==> src/rtl/if_fetch.sv <==
// Instruction-fetch stage: PC, instruction register, req/ack memory handshake, redirect drain.
// Optional perf counters are built when IF_PERF_CNT_EN is defined.
module if_fetch #(
  parameter int              PC_W     = 32,
  parameter int              IADDR_W  = 6,
  parameter logic [PC_W-1:0] RESET_PC = '0
) (
  input  logic               clk,
  input  logic               reset,
  output logic               i_mem_req,
  output logic [IADDR_W-1:0] i_mem_addr,
  input  logic               i_mem_ack,
  input  logic [31:0]        i_mem_data,
  input  logic               stall,
  input  logic               redirect,
  input  logic [PC_W-1:0]    redirect_pc,
  output logic [31:0]        instr,
  output logic [PC_W-1:0]    instr_pc,
  output logic               instr_valid,
  output logic [PC_W-1:0]    pc,
  output logic               misalign_err,
  output logic [31:0]        fetch_cnt,
  output logic [31:0]        stall_cnt
);

  typedef enum logic [1:0] {S_FETCH, S_DRAIN, S_ERR} state_e;

  state_e          state_q;
  logic [PC_W-1:0] pc_q, pend_pc_q, instr_pc_q;
  logic [31:0]     instr_q;
  logic            ivalid_q, err_q, outst_q;

  logic slot_free, consume, done, misalign;

  assign slot_free = !ivalid_q || !stall;
  assign consume   = ivalid_q && !stall;
  assign misalign  = redirect && (redirect_pc[1:0] != 2'b00);
  assign done      = i_mem_req && i_mem_ack;

  // outst_q keeps req high (and the address stable) once a request has started
  always_comb begin
    i_mem_req = 1'b0;
    case (state_q)
      S_FETCH: i_mem_req = outst_q || slot_free;
      S_DRAIN: i_mem_req = 1'b1;
      S_ERR:   i_mem_req = outst_q;
      default: i_mem_req = 1'b0;
    endcase
  end

  assign i_mem_addr = pc_q[IADDR_W+1:2];

  always_ff @(posedge clk or posedge reset) begin
    if (reset) begin
      state_q    <= S_FETCH;
      pc_q       <= RESET_PC;
      pend_pc_q  <= '0;
      instr_q    <= '0;
      instr_pc_q <= '0;
      ivalid_q   <= 1'b0;
      err_q      <= 1'b0;
      outst_q    <= 1'b0;
    end else begin
      if (consume) ivalid_q <= 1'b0;
      case (state_q)
        S_FETCH: begin
          if (redirect) begin
            ivalid_q <= 1'b0;
            if (misalign) begin
              err_q   <= 1'b1;
              state_q <= S_ERR;
              outst_q <= i_mem_req && !i_mem_ack;
            end else if (i_mem_req && !i_mem_ack) begin
              pend_pc_q <= redirect_pc;
              outst_q   <= 1'b1;
              state_q   <= S_DRAIN;
            end else begin
              pc_q    <= redirect_pc;
              outst_q <= 1'b0;
            end
          end else if (done) begin
            instr_q    <= i_mem_data;
            instr_pc_q <= pc_q;
            ivalid_q   <= 1'b1;
            pc_q       <= pc_q + PC_W'(4);
            outst_q    <= 1'b0;
          end else if (i_mem_req) begin
            outst_q <= 1'b1;
          end
        end
        S_DRAIN: begin
          ivalid_q <= 1'b0;
          if (redirect && misalign) begin
            err_q   <= 1'b1;
            state_q <= S_ERR;
            outst_q <= !i_mem_ack;
          end else if (i_mem_ack) begin
            // a redirect arriving with the draining ack is the newest target
            pc_q    <= redirect ? redirect_pc : pend_pc_q;
            outst_q <= 1'b0;
            state_q <= S_FETCH;
          end else if (redirect) begin
            pend_pc_q <= redirect_pc;
          end
        end
        S_ERR: begin
          ivalid_q <= 1'b0;
          if (done) outst_q <= 1'b0;
        end
        default: state_q <= S_FETCH;
      endcase
    end
  end

  assign instr        = instr_q;
  assign instr_pc     = instr_pc_q;
  assign instr_valid  = ivalid_q;
  assign pc           = pc_q;
  assign misalign_err = err_q;

`ifdef IF_PERF_CNT_EN
  logic [31:0] fetch_cnt_q, fetch_cnt_d, stall_cnt_q, stall_cnt_d;
  logic        capture;

  assign capture     = (state_q == S_FETCH) && done && !redirect;
  assign fetch_cnt_d = fetch_cnt_q + {31'b0, capture};
  assign stall_cnt_d = stall_cnt_q + {31'b0, ivalid_q && stall};

  always_ff @(posedge clk or posedge reset) begin
    if (reset) begin
      fetch_cnt_q <= '0;
      stall_cnt_q <= '0;
    end else begin
      fetch_cnt_q <= fetch_cnt_d;
      stall_cnt_q <= stall_cnt_d;
    end
  end

  assign fetch_cnt = fetch_cnt_q;
  assign stall_cnt = stall_cnt_q;
`else
  assign fetch_cnt = '0;
  assign stall_cnt = '0;
`endif

endmodule

==> config.mk <==
export PLATFORM = sky130hd
export DESIGN_NAME = if_fetch
export DESIGN_NICKNAME = d
export VERILOG_FILES = /design/src/rtl/if_fetch.sv
export SDC_FILE = /design/constraint.sdc
export NUM_CORES = 1
export LEC_CHECK = 0
export CORE_UTILIZATION = 28
export DETAILED_ROUTE_END_ITERATION = 10
export GPL_ROUTABILITY_DRIVEN = 0
export PLACE_DENSITY = 0.58
export SLEW_MARGIN = 40
export SYNTH_ARGS = -nofsm -noshare
export SYNTH_HDL_FRONTEND = slang
export SYNTH_SLANG_ARGS = --single-unit
==> constraint.sdc <==
create_clock -name clk -period 6.8 [get_ports clk]
set_clock_uncertainty 0.1 [all_clocks]
set_input_delay 1.36 -clock clk [delete_from_list [all_inputs] [get_ports clk]]
set_output_delay 1.36 -clock clk [all_outputs]
set_load 0.02 [all_outputs]
==> flow_metrics.env <==
export IMPL_synth_area_top_cells="dfrtp_1 (48%), mux2_2 (14%), buf_4 (7.7%), o21ai_0 (4.3%), nand2_1 (2.6%)"
export IMPL_grt_start_max_net_pins=93
export IMPL_cap_violations=0
export IMPL_synth_largest_area_cell="dfrtp_1"
export IMPL_crit_fanout=5
export IMPL_r2r_cells=8
export IMPL_rrSetupSlack_ps=3950
export IMPL_crit_path_end_kind="output pin"
export IMPL_clock_fmax_mhz=230
export IMPL_grt_pass1_wl_um=28400
export IMPL_synth_xor_area_share_pct=0.127
export IMPL_cts_tree="yes"
export IMPL_grt_antenna_before_repair=1
export IMPL_power_mw=4.35
export IMPL_cp_arrival_ps=2890
export IMPL_cts_buffers=17
export IMPL_r2r_start="state_q[1]"
export IMPL_synthMuxAreaShare_pct=15.6
export IMPL_antenna_left=0
export IMPL_fin_crit_sh_pct=64.0
export IMPL_place_hpwl_um=11600
export IMPL_synth_compound_area_share_pct=13.4
export IMPL_first_pass_iters=7
export IMPL_final_cell_mix="clkdlybuf4s50_1 (172), dfrtp_1 (133), mux2_2 (87), conb_1 (64), o21ai_0 (59)"
export IMPL_wl_um=17500
export IMPL_nNetsFinal=878
export IMPL_ys_dominant_reg_cell="dfrtp_1"
export IMPL_insertion_delay_ps=420
export IMPL_power_density_nw_per_um2=470
export IMPL_syn_area_um2=6910
export IMPL_drt_iter0_drc=331
export IMPL_fp_dieH_um=159
export IMPL_synth_top_family_by_area="multiplexers"
export IMPL_cp_cell_sequence="clkdlybuf4s50_1 > nand3b_1 > a21oi_2 > nor2_2 > clkdlybuf4s50_1"
export IMPL_io_buffers=173
export IMPL_clk_pin_slew_ps=60
export IMPL_crit_path_end="i_mem_req"
export IMPL_synthArstFlopShare_pct=100
export IMPL_viasPerCell=4.63
export IMPL_synth_fa_ha_area_share_pct=0.905
export IMPL_cts_sinks=133
export IMPL_max_stage_delay_ps=640
export IMPL_syn2layout_area_growth_pct=34.0
export IMPL_ir_drop_mv=0.208
export IMPL_hold_viol=0
export IMPL_cp_num_cells=5
export IMPL_rsz0062_at_grt="false"
export IMPL_min_period_ps=4350
export IMPL_ys_warn_count=0
export IMPL_outcome="finished, final reports clean"
export IMPL_fin_tns_setup_ps=0
export IMPL_track_usage_pct=14.2
export IMPL_worstPathRequired_ps=5340
export IMPL_fillers=2398
export IMPL_ys_seq_area_share_pct=48.2
export IMPL_grt_ovfl_total=0
export IMPL_p_leak_nw=3.84
export IMPL_cts_max_path_buffers=2
export IMPL_setup_viol=0
export IMPL_critPathLaunch="stall"
export IMPL_synthesis_instances=649
export IMPL_cts_root_buf="clkbuf_16"
export IMPL_yosys_area_share_simple_pct=10.3
export IMPL_route_vias_total=5283
export IMPL_synth_top_area_share_pct=48.2
export IMPL_synth_edf_count=0
export IMPL_die_w_um=159
export IMPL_initial_core_util_pct=28.5
export IMPL_cp_top_family="buffers and inverters"
export IMPL_worst_slew_pin_slew_ps=797
export IMPL_ys_types=52
export IMPL_max_slew_margin_pct=46.6
export IMPL_finalMaxSlewViolations=0
export IMPL_crit_slowest_cell="clkdlybuf4s50_1"
export IMPL_min_path_type="flop to flop"
export IMPL_drc=0
export IMPL_die_area_um2=25300
export IMPL_fp_row_count=57
export IMPL_postCtsSetupRepairBufs=0
export IMPL_core_um2=24200
export IMPL_crit_top_cell="clkdlybuf4s50_1"
export IMPL_reg2reg_to="pc[26]"
export IMPL_dp_cells=1109
export IMPL_wire_per_inst_um=15.3
export IMPL_num_io_pins=238
export IMPL_whs_ps=377
export IMPL_grt_pass1_vias=5103
export IMPL_setup_worst_path_class="input port to output pin"
export IMPL_ys_seq_elements=133
export IMPL_hold_buffers=0
export IMPL_h_tree_depth=4
export IMPL_final_cells=1142
export IMPL_cts_resized=0
export IMPL_final_common_cell="clkdlybuf4s50_1"
export IMPL_worstSetupStartpointType="input port"
export IMPL_avgSynthCellArea_um2=10.6
export IMPL_drive_above_1_share_pct=16.8
export IMPL_path_buf_inv=2
Yosys cell counts (all sizes together) (5+ instances only):
| master | count |
|---|---|
| a21oi | 33 |
| o31ai | 5 |
| nor2 | 44 |
| o21ai | 59 |
| o2bb2ai | 5 |
| nand4 | 9 |
| ha | 5 |
| nand2 | 48 |
| dfrtp | 133 |
| mux2 | 94 |
| a31oi | 9 |
| nand3 | 7 |
| buf | 91 |
| inv | 9 |
| nor3 | 8 |
| clkbuf | 17 |
| and4 | 6 |
| and3 | 9 |
| a22o | 7 |
report_power, final:
group	total (mW)	internal, mW	switching (mW)	leakage, nW
Sequential	1.47	1.15	0.315	1.64
Clock	1.03	0.654	0.374	0.318
Combinational	1.85	0.925	0.927	1.87
metrics by stage:
stage / worst slack (ps) / instance area [µm²] / util (%)
global placement: 2500 / 8580 / 35.4
detailed placement: 2470 / 8600 / 35.5
global route: 2370 / 9260 / 38.2
CTS: 2460 / 9260 / 38.2
floorplan: 1790 / 7150 / -
finish: 2450 / 9260 / 38.2
cell families after synthesis:
kind of cell	count (synthesis)
compound gates	148
flops	133
buf+inv	117
simple gates	148
fa+ha+maj	5
xor+xnor	1
other cells	1
mux	96
routing by layer:
layer,global-route usage [%],up-vias,routed length [µm]
li1,-,2508,-
met1,18.7,2564,8100
met2,22.7,198,8190
met3,3.23,13,1030
met4,5.07,0,198
met5,0,-,0
worst min-delay path by stage:
stage	from	end	slack, ps	cells after the start
after detailed placement	misalign_err	misalign_err	360	1
final	misalign_err	misalign_err	380	1
after global routing	instr_pc[24]	instr_pc[24]	410	1
after global placement	misalign_err	misalign_err	360	1
after floorplan	pend_pc_q[20]	pend_pc_q[20]	360	1
after CTS	misalign_err	misalign_err	380	1
state kept, by name, indices dropped and copies added, names as in the netlist:
register	flops
pc	32
pend_pc_q	32
state_q	2
instr_valid	1
misalign_err	1
instr_pc	32
outst_q	1
instr	32
final cells by class:
cell class / instances / area [µm²] / area share (%)
flip-flops and latches: 133 / 3330 / 36.0
multi-input cells: 462 / 3030 / 32.7
repair buffers: 181 / 1800 / 19.4
clock buffers: 17 / 425 / 4.60
well taps: 324 / 405 / 4.38
clock inverters: 15 / 225 / 2.43
inverters: 9 / 41.3 / 0.446
diodes: 1 / 2.50 / 0.0270
No activity file was read; power rests on OpenSTA's default activity.
